### src/rtl/key_74165_reader.sv
// Periodic scanner for a 74HC165 shift-register chain: drives SH/LD, CLK and CLK INH,
// samples QH through a synchronizer and debounces the parallel key word over several scans.
module key_74165_reader #(
  parameter int DATA_WIDTH     = 8,
  parameter int HALF_CYC       = 4,
  parameter int SCAN_GAP       = 50000,
  parameter int DEBOUNCE_SCANS = 4
) (
  input  logic                  clk,
  input  logic                  rst_n,
  input  logic                  key165_din,
  output logic                  key165_clk,
  output logic                  key165_load_n,
  output logic                  key165_inh,
  output logic [DATA_WIDTH-1:0] raw_data,
  output logic                  scan_done,
  output logic [DATA_WIDTH-1:0] key_data,
  output logic                  key_update
);

  localparam int CNT_MAX = (SCAN_GAP > 2 * HALF_CYC) ? SCAN_GAP : 2 * HALF_CYC;
  localparam int CNT_W   = $clog2(CNT_MAX + 1);
  localparam int BIT_W   = $clog2(DATA_WIDTH);
  localparam int STB_W   = $clog2(DEBOUNCE_SCANS + 1);

  localparam logic [CNT_W-1:0] GAP_LAST  = CNT_W'(SCAN_GAP - 1);
  localparam logic [CNT_W-1:0] LOAD_LAST = CNT_W'(2 * HALF_CYC - 1);
  localparam logic [CNT_W-1:0] HALF_LAST = CNT_W'(HALF_CYC - 1);
  localparam logic [BIT_W-1:0] BIT_LAST  = BIT_W'(DATA_WIDTH - 1);
  localparam logic [STB_W-1:0] STB_MAX   = STB_W'(DEBOUNCE_SCANS);

  typedef enum logic [2:0] {IDLE, LOAD, SETTLE, SHIFT, DONE} state_t;

  state_t                  state, state_next;
  logic [CNT_W-1:0]        cnt, cnt_next;
  logic [BIT_W-1:0]        bit_cnt, bit_cnt_next;
  logic                    high, high_next;
  logic                    shift_en;
  logic                    din_meta, din_sync;
  logic [DATA_WIDTH-1:0]   sreg;
  logic [DATA_WIDTH-1:0]   prev_raw;
  logic [STB_W-1:0]        stable_cnt, stable_new;
  logic                    accept;
  logic                    sclk_next, load_n_next, inh_next, done_next;

  always_comb begin
    state_next   = state;
    cnt_next     = cnt + CNT_W'(1);
    bit_cnt_next = bit_cnt;
    high_next    = high;
    shift_en     = 1'b0;
    unique case (state)
      IDLE: if (cnt == GAP_LAST) begin
        state_next = LOAD;
        cnt_next   = '0;
      end
      LOAD: if (cnt == LOAD_LAST) begin
        state_next = SETTLE;
        cnt_next   = '0;
      end
      SETTLE: if (cnt == HALF_LAST) begin
        state_next   = SHIFT;
        cnt_next     = '0;
        bit_cnt_next = '0;
        high_next    = 1'b0;
      end
      SHIFT: if (cnt == HALF_LAST) begin
        cnt_next = '0;
        if (!high) begin
          // QH is captured at the end of the low phase, just before the rising shift edge
          shift_en  = 1'b1;
          high_next = 1'b1;
        end else if (bit_cnt == BIT_LAST) begin
          state_next = DONE;
          high_next  = 1'b0;
        end else begin
          bit_cnt_next = bit_cnt + BIT_W'(1);
          high_next    = 1'b0;
        end
      end
      DONE: begin
        state_next = IDLE;
        cnt_next   = '0;
      end
      default: begin
        state_next = IDLE;
        cnt_next   = '0;
      end
    endcase

    // Chain control lines are registered from the next state so they line up with it
    sclk_next   = (state_next == SHIFT) && high_next;
    load_n_next = (state_next != LOAD);
    inh_next    = !((state_next == SETTLE) || (state_next == SHIFT));
    done_next   = (state_next == DONE);
  end

  always_comb begin
    if (sreg != prev_raw)
      stable_new = STB_W'(1);
    else if (stable_cnt == STB_MAX)
      stable_new = STB_MAX;
    else
      stable_new = stable_cnt + STB_W'(1);
    accept = (stable_new == STB_MAX) && (sreg != key_data);
  end

  always_ff @(posedge clk or negedge rst_n) begin
    if (!rst_n) begin
      state         <= IDLE;
      cnt           <= GAP_LAST;
      bit_cnt       <= '0;
      high          <= 1'b0;
      din_meta      <= 1'b1;
      din_sync      <= 1'b1;
      sreg          <= '1;
      prev_raw      <= '1;
      stable_cnt    <= '0;
      key165_clk    <= 1'b0;
      key165_load_n <= 1'b1;
      key165_inh    <= 1'b1;
      raw_data      <= '1;
      scan_done     <= 1'b0;
      key_data      <= '1;
      key_update    <= 1'b0;
    end else begin
      state         <= state_next;
      cnt           <= cnt_next;
      bit_cnt       <= bit_cnt_next;
      high          <= high_next;
      din_meta      <= key165_din;
      din_sync      <= din_meta;
      key165_clk    <= sclk_next;
      key165_load_n <= load_n_next;
      key165_inh    <= inh_next;
      scan_done     <= done_next;
      if (shift_en)
        sreg <= {sreg[DATA_WIDTH-2:0], din_sync};
      if (state == DONE) begin
        raw_data   <= sreg;
        prev_raw   <= sreg;
        stable_cnt <= stable_new;
        key_update <= accept;
        if (accept)
          key_data <= sreg;
      end else begin
        key_update <= 1'b0;
      end
    end
  end

endmodule

### config.mk
export PLATFORM = sky130hd
export DESIGN_NAME = key_74165_reader
export DESIGN_NICKNAME = d
export VERILOG_FILES = /design/src/rtl/key_74165_reader.sv
export SDC_FILE = /design/constraint.sdc
export NUM_CORES = 1
export LEC_CHECK = 0
export BUFFER_PORTS_ARGS = -buffer_cell sky130_fd_sc_hd__buf_2
export CORE_UTILIZATION = 26
export DETAILED_ROUTE_END_ITERATION = 16
export GPL_TIMING_DRIVEN = 0
export PLACE_DENSITY_LB_ADDON = 0.1
export SYNTH_ARGS = -nofsm -noshare
export SYNTH_HDL_FRONTEND = slang
export SYNTH_SLANG_ARGS = --single-unit
### constraint.sdc
create_clock -name clk -period 2.15 [get_ports clk]
set_clock_uncertainty 0.05 [all_clocks]
set_input_delay 0.1075 -clock clk [delete_from_list [all_inputs] [get_ports clk]]
set_output_delay 0.1075 -clock clk [all_outputs]
set_load 0.1 [all_outputs]
======== Word-level counts from Yosys, hierarchy flattened ========
Cells that the tools add are included.
word-level totals
  output and inout bits ................... 21
  input bits .............................. 3
  word-level logic and storage cells ...... 72
  register bits after elaboration ......... 57
operators by class
  $add $sub $neg .......................... 3
  reduce and logical (&&, ||, !) cells .... 9
  muxes and demuxes ....................... 25
  equal/unequal tests ..................... 20
operators by type and width
  cell                     number
  $mux W16                 3
  $pmux W16 S3             1
  $mux W3                  12
  $add A16 B1 Y16 const B  1
  $eq A16 B16 Y1 const B   1
  $eq A16 B2 Y1 const B    1
  $eq A16 B3 Y1 const B    1
  $ne A8 B8 Y1             2
  $eq A3 B3 Y1 const B     5
  $eq A3 B2 Y1 const B     4
  $pmux W3 S4              1
  $ne A2 B2 Y1 const B     4
  $add A3 B1 Y3 const B    2
  $mux W1                  6
  $pmux W3 S2              1
  $reduce_and A5 Y1        1
  $eq A3 B1 Y1 const B     1
  $logic_not A3 Y1         1
  $ne A3 B1 Y1 const B     1
  $logic_and A1 B1 Y1      2
  $pmux W1 S2              1
  $reduce_and A2 Y1        1
  $reduce_bool A2 Y1       1
  $reduce_or A2 Y1         1
  other kinds (2)          2

======== Depth between registers and ports, before layout ========
Gate-level depths: netlist (run 1).
  word-level depth ........................ 8
  depth in mapped cells ................... 8
  depth with buffers taken out ............ 8

======== Least setup slack after synthesis (run 1) ========
OpenSTA, ideal clock, no wires.
  path type ............................... register to register
  from .................................... register cnt[0]
  to ...................................... register sreg[0]
  clock period less this slack ............ 2.185 ns
  path buffers ............................ 0
  setup time .............................. 0.082 ns
  slack ................................... -0.035 ns
  stages on the path, launching flop included .. 8
  arrival ................................. 2.052 ns
  required time ........................... 2.018 ns
  cells stage by stage .................... dfstp_2 ha_1 nor4b_4 nand4_2 inv_1 ha_1 nand3_1 mux2_2
on the way
  cells in the longest elaborated chain, start to end .. 3
RTL lines
  item                      RTL line  RTL
  start: declaration        35        logic [CNT_W-1:0] cnt, cnt_next;
  start signal: assignment  128       cnt <= cnt_next;
  $eq A16 B2 Y1             67        SHIFT: if (cnt == HALF_LAST) begin
  $mux W1                   67
  $mux W1                   52        unique case (state)
  end signal: assignment    138       sreg <= {sreg[DATA_WIDTH-2:0], din_sync};
  end: declaration          40        logic [DATA_WIDTH-1:0] sreg;
No other way between the ends.
A chain may end at the register's enable or synchronous reset.

======== Worst setup path in the final report (run 1) ========
  from .................................... register cnt[0]
  to ...................................... register sreg[5]
Same word-level chain as after synthesis.

==> metrics.cfg, run 1 <==
[status]
status = finished, final reports clean

[pwr]
leakage_uw = 0.00157
p_total_uw = 2250
ir_drop_mv = 0.217
power.density_nw_per_um2 = 640

[global_routing]
grt_pass1_wl_mm = 9.72
grt_pass1_vias = 1910
grt_max_degree = 58
grt_antenna_before_repair = 0
grt.total_usage_pct = 11.4
grt-ovfl-total = 0

[worst_setup_path]
reg2regPathDepth = 8
worstSetupStartpoint = cnt[0]
worst-setup-path-type = flop to flop
slowest_delay_ns = 0.56
cp_top_family = flip-flops
cp-end-kind = flop
required_ns = 2.36
slowest_stage = dfstp_2
ff2ff_setup_slack_ns = 0.09
path_max_fanout = 8
rr_endpoint = sreg[5]
worstPathCellList = ha_4 > nor4b_4 > buf_4 > nand4_4 > inv_1 > ha_2 > nand3_4 > mux2_2
path_buf_inv = 2
worstReg2RegStart = cnt[0]
arrival_ns = 2.27
cp-start-kind = flop

[layout]
nets = 295
drive_gt1_share_pct = 43.8
fill_cells = 1085
syn2layout_area_growth_pct = 24.4
antennaDiodeCount = 0
multi_input_area_um2 = 1380
ff_latch_area_um2 = 1500

[clocking]
clk_latency_ns = 0.34
h-tree-depth = 3
cts_tree = built
ctsRootBufferMaster = clkbuf_8
numCtsBuffers = 9
path_clk_slew_ns = 0.07
clockBufferDepth = 2
clock-sinks = 57

[synth]
synth_seq_cells = 57
yosysWarnings = 0
synth_area_leaders = dfstp_2 34%, dfrtp_1 18%, xor2_1 7.1%, mux2_2 6.8%, mux2_4 4.3%
synth_nets = 253
synth_cells = 243
netlist_top_cells_count = 37 x dfstp_2, 25 x nor2_1, 23 x xor2_1, 20 x dfrtp_1, 17 x mux2_2
synth_most_common_cell = dfstp_2
synth_cell_types = 39
synth_edf_count = 0
syn_avg_cell_area_um2 = 11.6
synthFlopType = dfstp_2
synth.top_cell.area_share_pct = 34.4
synth_top_area_cell = dfstp_2
synth_seq_area_share_pct = 52.1
syn_area_um2 = 2830
async_flop_share_pct = 100

[timing]
grt_setup_unrepaired = true
worst_slack_ns = 0.0899
slew_headroom_pct = 51.2
fin_setup_tns_ns = 0
min_period_over_period_pct = 95.8
timing.fmax_ghz = 0.485
setup_violations = 0
layout_min_cycle_time_ns = 2.06
finalHoldViolations = 0
worst_pin_slew_ns = 0.732
whs_ns = 0.301
maxSlewViolCount = 0

[detailed_routing]
antenna_left = 0
viasPerCell = 4.51
drt_first_pass_iters = 4
vias = 1923
drtIter0Drc = 57
drc_errors = 0
wl_mm = 5.74
wl_per_cell_um = 13.5

[place]
dp_worst_setup_slack_ns = -0.283
port_buffers = 23
hpwl_mm = 3.83
routabilityCongestion = 0.702

[floorplanning]
initial_core_util_pct = 27.1
core-area_um2 = 10400
row_count = 37
ios = 24
die_w_um = 106
die-area_um2 = 11300
dieHeight_um = 106

[worst_hold_path]
hold_path_class = flop to flop
min_delay_worst_endpoint = din_sync
min_path_cells = 0
min_from = din_meta

[job]
drv_cap = 0

kinds of logic after synthesis:
family                   Yosys count  share of synthesized area (%)
AND/OR/NAND/NOR                   91                           18.2
flip-flops                        57                           52.1
XOR/XNOR                          29                           8.99
multiplexers                      25                           11.0
AO/OA/AOI/OAI                     21                           4.65
buffers and inverters             13                           1.90
adder cells (fa/ha/maj)            7                           3.10
how the worst max path moves through the flow:
stage                        endpoint  depth (start not counted)  slack (ns)
after global placement     key165_clk                          8       -0.28
after detailed placement      sreg[5]                          7       -0.28
final                         sreg[5]                          8        0.09
after global routing       key165_clk                          9       -0.04
after CTS                  key165_clk                          9       0.003
after floorplan           key_data[0]                          5       0.005
per-layer routing:
metal	global-route usage (%)	up-vias	part of all wire, %
li1	-	937	-
met1	13.9	951	46
met2	18.4	30	49
met3	4.35	5	4.0
met4	3.87	0	1.1
met5	0	-	0
registers in the layout (all words and copies together), names as in the netlist, 3 cells and up:
signal / flops
prev_raw: 8
bit_cnt: 3
sreg: 8
key_data: 8
state: 3
cnt: 16
stable_cnt: 3
stage by stage:
stage	util (%)	cell area [µm²]	std cells
after floorplan	-	2860	243
after global placement	30.2	3150	402
after detailed placement	30.2	3150	402
after CTS	33.0	3430	422
after global routing	33.7	3510	426
final	33.7	3510	426
area by class of cell:
| type | count | share of cell area (%) |
|---|---|---|
| buffer | 6 | 0.854 |
| clock buffer | 11 | 4.31 |
| clock inverter | 5 | 2.21 |
| inverter | 7 | 0.748 |
| multi-input combinational | 173 | 39.3 |
| sequential | 57 | 42.5 |
| tap | 136 | 4.84 |
| timing repair buffer | 31 | 5.20 |
power breakdown:
| group | internal (µW) | total [µW] | switching (µW) |
|---|---|---|---|
| clock network | 711 | 1150 | 435 |
| logic | 4.19 | 25.2 | 21.0 |
| registers | 1080 | 1080 | 0.520 |
layout by cell type, fill, tap and decap left out, types with 3 or more instances in the layout:
cell      count
buf_4         7
inv_1         7
dfstp_4       6
nor3_1        4
nand2_1      12
and4_1        3
mux2_2       17
dfrtp_1      20
xor2_1       23
a21oi_1       5
o21ai_0       7
nor2_1       25
mux2_4        8
xnor2_1       6
buf_2        25
nand3_1      14
ha_1          4
dfstp_2      31
clkbuf_8     11
nor4_2        3
and3_1        4
nand4_1       6
repair_timing:
item	4_1_cts	5_1_grt
gates resized for setup	5	9
pin swaps	1	5
buffers inserted	3	3
endpoints found under the setup margin	28	20
gates cloned	0	0
hold endpoints to repair	1	20
hold buffers	1	1
No activity file was read; power rests on OpenSTA's default activity.
==> run 2: changes to the inputs <==
--- a/config.mk
+++ b/config.mk
@@ -8,7 +8,6 @@
 export BUFFER_PORTS_ARGS = -buffer_cell sky130_fd_sc_hd__buf_2
 export CORE_UTILIZATION = 26
 export DETAILED_ROUTE_END_ITERATION = 16
-export GPL_TIMING_DRIVEN = 0
 export PLACE_DENSITY_LB_ADDON = 0.1
 export SYNTH_ARGS = -nofsm -noshare
 export SYNTH_HDL_FRONTEND = slang
==> constraint.sdc (replaced) <==
create_clock -name clk -period 2.15 [get_ports clk]
set_clock_uncertainty 0.05 [all_clocks]
set_input_delay 0.43 -clock clk [delete_from_list [all_inputs] [get_ports clk]]
set_output_delay 0.43 -clock clk [all_outputs]
set_load 0.1 [all_outputs]
==> run 2 against run 1 <==
Total power decreased by 2.9%; flip-flop and latch count unchanged; core utilization unchanged; register-to-register slack got worse by 0.02 ns; clock power decreased by 6%; worst hold slack worse by 0.26 ns; global-route usage grew 0.33 points; count of clock-buffer cells in the layout shrank 1; highest routed layer unchanged.
==> metrics.cfg, run 2 (same netlist as run 1, synthesis figures left out) <==
[status]
status = finished, final reports clean  ; unchanged

[floorplanning]
row_count = 37  ; unchanged
die_w_um = 106  ; unchanged
core-area_um2 = 10400  ; unchanged
die-area_um2 = 11300  ; unchanged
ios = 24  ; unchanged
dieHeight_um = 106  ; unchanged
initial_core_util_pct = 27.1  ; unchanged

[layout]
syn2layout_area_growth_pct = 24.4  ; unchanged
nets = 298  ; was 295
regMostFlops = cnt  ; unchanged
largest_reg_flops = 16  ; unchanged
stdcell_count = 429  ; was 426
antennaDiodeCount = 0  ; unchanged
final_common_cell = dfstp_2  ; unchanged
final_cell_mix = 31 x dfstp_2, 24 x nor2_1, 23 x xor2_1, 23 x buf_2, 20 x dfrtp_1  ; was 31 x dfstp_2, 25 x buf_2, 25 x nor2_1
drive_gt1_share_pct = 44.0  ; was 43.8%
fill_cells = 1081  ; was 1085
final_util_pct = 33.7  ; unchanged

[pwr]
power.density_nw_per_um2 = 622  ; was 640 nW/µm²
ir_drop_mv = 0.306  ; was 0.217 mV
leakage_uw = 0.00158  ; was 0.00157 µW

[global_routing]
grt-ovfl-total = 0  ; unchanged
grt_pass1_vias = 1935  ; was 1910
grt_antenna_before_repair = 0  ; unchanged
grt_pass1_wl_mm = 9.98  ; was 9.72 mm
grt_max_degree = 58  ; unchanged
grt.total_usage_pct = 11.7  ; was 11.4%

[clocking]
cts_tree = built  ; unchanged
path_clk_slew_ns = 0.06  ; was 0.07 ns
numCtsBuffers = 9  ; unchanged
ctsRootBufferMaster = clkbuf_8  ; unchanged
hold_buffers = 0  ; was 1
h-tree-depth = 3  ; unchanged
clk_latency_ns = 0.34  ; about the same
clockBufferDepth = 2  ; unchanged
clock-sinks = 57  ; unchanged

[timing]
worst_pin_slew_ns = 0.496  ; was 0.732 ns
finalHoldViolations = 0  ; unchanged
setup_violations = 0  ; unchanged
grt_setup_unrepaired = false  ; was true
fin_setup_tns_ns = 0  ; unchanged
timing.fmax_ghz = 0.482  ; was 0.485 GHz
layout_min_cycle_time_ns = 2.08  ; was 2.06 ns
min_period_over_period_pct = 96.6  ; was 95.8%
slew_headroom_pct = 67.2  ; was 51.2%
maxSlewViolCount = 0  ; unchanged

[detailed_routing]
vias = 1957  ; was 1923
drt_first_pass_iters = 4  ; unchanged
wl_per_cell_um = 13.9  ; was 13.5 µm
viasPerCell = 4.56  ; was 4.51
drtIter0Drc = 73  ; was 57
drc_errors = 0  ; unchanged
wl_mm = 5.98  ; was 5.74 mm
antenna_left = 0  ; unchanged

[worst_hold_path]
hold_path_class = primary input to async pin  ; was flop to flop

[place]
routabilityCongestion = 0.687  ; was 0.702
hpwl_mm = 3.93  ; was 3.83 mm
port_buffers = 23  ; unchanged
dpl.cell_count = 409  ; was 402

[worst_setup_path]
worst-setup-path-type = flop to flop  ; unchanged
ff2ff_setup_slack_ns = 0.07  ; was 0.09 ns
cp-start-kind = flop  ; unchanged
arrival_ns = 2.26  ; was 2.27 ns
cp-end-kind = flop  ; unchanged
path_max_fanout = 5  ; was 8
required_ns = 2.33  ; was 2.36 ns

[job]
drv_cap = 0  ; unchanged

==> run 2: changes by cell type in the layout (fill, tap and decap cells not counted), moves of 2 or more <==
cell,previous run,this run
buf_2,25,23
nor4_1,2,4
clkbuf_8,11,9
buf_4,7,15
dlygate4sd3_1,2,0
==> run 2: through the flow <==
step | hold slack [ns] | total power (µW) | setup WS [ns] | instance area [µm²]
5_1_grt | 0.0420 | 2290 | 0.000812 | 3510
3_5_place_dp | 0.300 | 1130 | 0.0919 | 3230
3_3_place_gp | 0.299 | 1130 | 0.108 | 3230
4_1_cts | 0.0333 | 2250 | 0.0711 | 3440
2_1_floorplan | 0.0844 | 1100 | 0.00492 | 2860
6_report | 0.0449 | 2190 | 0.0734 | 3510
==> run 2: area by class of cell <==
class	count	area (µm²)	area share, %
clock inverter	6	82.6	2.35
multi-input combinational	173	1350	38.5
tap	136	170	4.84
timing repair buffer	40	259	7.37
clock buffer	10	128	3.63
sequential	57	1500	42.5
inverter	7	26.3	0.748
==> run 2: per-layer routing <==
metal	vias to the layer above	part of all wire [%]	routed length, µm	track usage, %
met5	-	0	0	0
met3	6	3.6	216	3.74
met1	968	46	2750	14.1
li1	950	-	-	-
met2	33	49	2930	18.9
met4	0	1.5	87	5.65
==> run 2: path summary, 6_finish.rpt <==
path	startpoint	end	depth (start not counted)
setup / recovery	cnt[1]	cnt[4]	8
hold / removal	rst_n	cnt[10]	2
setup reg to reg	cnt[1]	cnt[4]	8
hold reg to reg	din_meta	din_sync	0
max in group asynchronous	rst_n	cnt[0]	2
min in group clk	key165_din	din_meta	1
==> run 2: where the power goes <==
group	switching, µW	leakage, µW	total (µW)	internal, µW
clock network	434	0.000106	1080	646
logic	21.4	0.000819	26.5	5.15
registers	0.515	0.000658	1080	1080
total	456	0.00158	2190	1730
==> run 2: worst max-delay path, cell delays in order (launching register included) <==
cell	delay, ns
dfstp_2	0.56
ha_4	0.14
nor4b_4	0.31
buf_4	0.18
nand2_1	0.05
nor4_2	0.27
o32a_1	0.23
buf_6	0.14
nor2_2	0.04
==> run 2: timing repair <==
item,CTS,global route
gates resized for setup,0,9
endpoints found under the hold margin,0,0
endpoints found under the setup margin,0,20
buffers inserted,0,3
==> run 3: changes to the inputs <==
--- a/config.mk
+++ b/config.mk
@@ -9,6 +9,8 @@
 export CORE_UTILIZATION = 26
 export DETAILED_ROUTE_END_ITERATION = 16
 export PLACE_DENSITY_LB_ADDON = 0.1
+export REMOVE_ABC_BUFFERS = 1
+export SETUP_SLACK_MARGIN = 0.05
 export SYNTH_ARGS = -nofsm -noshare
 export SYNTH_HDL_FRONTEND = slang
 export SYNTH_SLANG_ARGS = --single-unit
==> run 3 against run 2 <==
Worst setup slack gained 0.075 ns; critical path type unchanged; cell count down 0.93%; largest cell class unchanged; clock power is 7% lower; fmax is 3.7% higher.
==> metrics.cfg, run 3 (same netlist as run 1, synthesis figures left out) <==
[clocking]
clockBufferDepth = 2  ; unchanged
cts_tree = built  ; unchanged
h-tree-depth = 3  ; unchanged
numCtsBuffers = 9  ; unchanged
hold_buffers = 0  ; unchanged
clock-sinks = 57  ; unchanged
clk_latency_ns = 0.33  ; was 0.34 ns
path_clk_slew_ns = 0.06  ; about the same
ctsRootBufferMaster = clkbuf_8  ; unchanged

[detailed_routing]
vias = 1911  ; was 1957
viasPerCell = 4.50  ; was 4.56
wl_per_cell_um = 13.7  ; was 13.9 µm
drt_first_pass_iters = 4  ; unchanged
antenna_left = 0  ; unchanged
drtIter0Drc = 74  ; was 73
wl_mm = 5.80  ; was 5.98 mm
drc_errors = 0  ; unchanged

[timing]
fin_setup_tns_ns = 0  ; unchanged
maxSlewViolCount = 0  ; unchanged
setup_violations = 0  ; unchanged
min_period_over_period_pct = 93.1  ; was 96.6%
worst_slack_ns = 0.148  ; was 0.0734 ns
worst_pin_slew_ns = 0.485  ; was 0.496 ns
slew_headroom_pct = 67.4  ; was 67.2%
grt_setup_unrepaired = true  ; was false
layout_min_cycle_time_ns = 2.00  ; was 2.08 ns
finalHoldViolations = 0  ; unchanged
timing.fmax_ghz = 0.500  ; was 0.482 GHz

[layout]
largest_reg_flops = 16  ; unchanged
drive_gt1_share_pct = 42.2  ; was 44.0%
regMostFlops = cnt  ; unchanged
final_util_pct = 32.9  ; was 33.7%
antennaDiodeCount = 0  ; unchanged
final_common_cell = dfstp_2  ; unchanged
syn2layout_area_growth_pct = 21.4  ; was 24.4%
nets = 295  ; was 298
final_cell_mix = 37 x dfstp_2, 25 x nor2_1, 23 x xor2_1, 23 x buf_2, 20 x dfrtp_1  ; was 31 x dfstp_2, 24 x nor2_1, 23 x xor2_1, 23 x buf_2, 20 x dfrtp_1
fin_area_um2 = 3430  ; was 3510 µm²

[pwr]
power.density_nw_per_um2 = 614  ; was 622 nW/µm²
ir_drop_mv = 0.207  ; was 0.306 mV
leakage_uw = 0.00156  ; was 0.00158 µW

[place]
port_buffers = 23  ; unchanged
routabilityCongestion = 0.708  ; was 0.687
hpwl_mm = 3.90  ; was 3.93 mm
dp_worst_setup_slack_ns = 0.0834  ; was 0.0919 ns
placed_cell_area_um2 = 3210  ; was 3230 µm²

[worst_hold_path]
hold_path_class = primary input to async pin  ; unchanged

[job]
drv_cap = 0  ; unchanged

[global_routing]
grt_antenna_before_repair = 0  ; unchanged
grt.total_usage_pct = 11.5  ; was 11.7%
grt_pass1_wl_mm = 9.80  ; was 9.98 mm
grt-ovfl-total = 0  ; unchanged
grt_max_degree = 58  ; unchanged
grt_pass1_vias = 1852  ; was 1935

[floorplanning]
die-area_um2 = 11300  ; unchanged
row_count = 37  ; unchanged
die_w_um = 106  ; unchanged
dieHeight_um = 106  ; unchanged
initial_core_util_pct = 27.1  ; unchanged
ios = 24  ; unchanged
core-area_um2 = 10400  ; unchanged

[worst_setup_path]
path_max_fanout = 10  ; was 5
arrival_ns = 2.17  ; was 2.26 ns
slowest_delay_ns = 0.57  ; was 0.56 ns
slowest_stage = dfstp_2  ; unchanged
cp-end-kind = flop  ; unchanged
required_ns = 2.32  ; was 2.33 ns
worst-setup-path-type = flop to flop  ; unchanged
cp-start-kind = flop  ; unchanged
worstPathCellList = ha_4 > nor4b_4 > buf_4 > nand4_1 > nor2_1 > o32a_1 > buf_12 > nor2_1  ; was ha_4 > nor4b_4 > buf_4 > nand2_1 > nor4_2 > o32a_1 > buf_6 > nor2_2
crit_top_cell = nor2_1

[status]
status = finished, final reports clean  ; unchanged

## run 3: through the flow
step,hold slack [ns],instances,power [µW]
detailed placement,0.303,410,1130
global placement,0.302,410,1130
floorplan,0.0844,237,1100
CTS,0.0480,425,2160
global route,0.0640,425,2200
finish,0.0543,425,2110
## run 3: layer usage
metal	part of all wire [%]	vias up	wire length, µm	GRT usage [%]
met5	0	-	0	0
met4	1.9	0	110	5.95
met3	3.3	10	191	2.39
met2	43	30	2510	16.1
met1	52	932	2990	16.3
li1	-	939	-	-
## run 3: repair_timing
item                                    in CTS  in global routing
endpoints found under the setup margin       0                 27
hold endpoints to repair                     0                  0
setup buffers                                0                  0
gates resized for setup                      0                  5
## run 3: cell type report
type,instances,area (µm²)
clock inverter,3,40.0
inverter,7,26.3
sequential,57,1470
clock buffer,12,155
multi-input combinational,173,1320
fill,1084,6990
tap,136,170
timing repair buffer,37,249
## run 3: where the power goes
part	switching (µW)	internal (µW)
registers	0.455	1080
logic	21.7	5.15
clock network	410	588
## run 3: worst paths after layout
check / from / end / slack (ns) / cells past startpoint
worst max-delay path: cnt[0] / cnt[4] / 0.15 / 8
worst min-delay path: rst_n / key_update / 0.05 / 2
worst max register to register: cnt[0] / cnt[4] / 0.15 / 8
worst min register to register: din_meta / din_sync / 0.31 / 0
max in group asynchronous: rst_n / cnt[6] / 1.69 / 2
min in group clk: key165_din / din_meta / 0.15 / 1
## run 3: worst max-delay path, delay by kind of cell (launching register included)
| family | cells | cell delay, ns |
|---|---|---|
| flip-flops | 1 | 0.57 |
| AND/OR/NAND/NOR | 4 | 0.62 |
| buffers and inverters | 2 | 0.31 |
| AO/OA/AOI/OAI | 1 | 0.22 |
| adder cells (fa/ha/maj) | 1 | 0.14 |
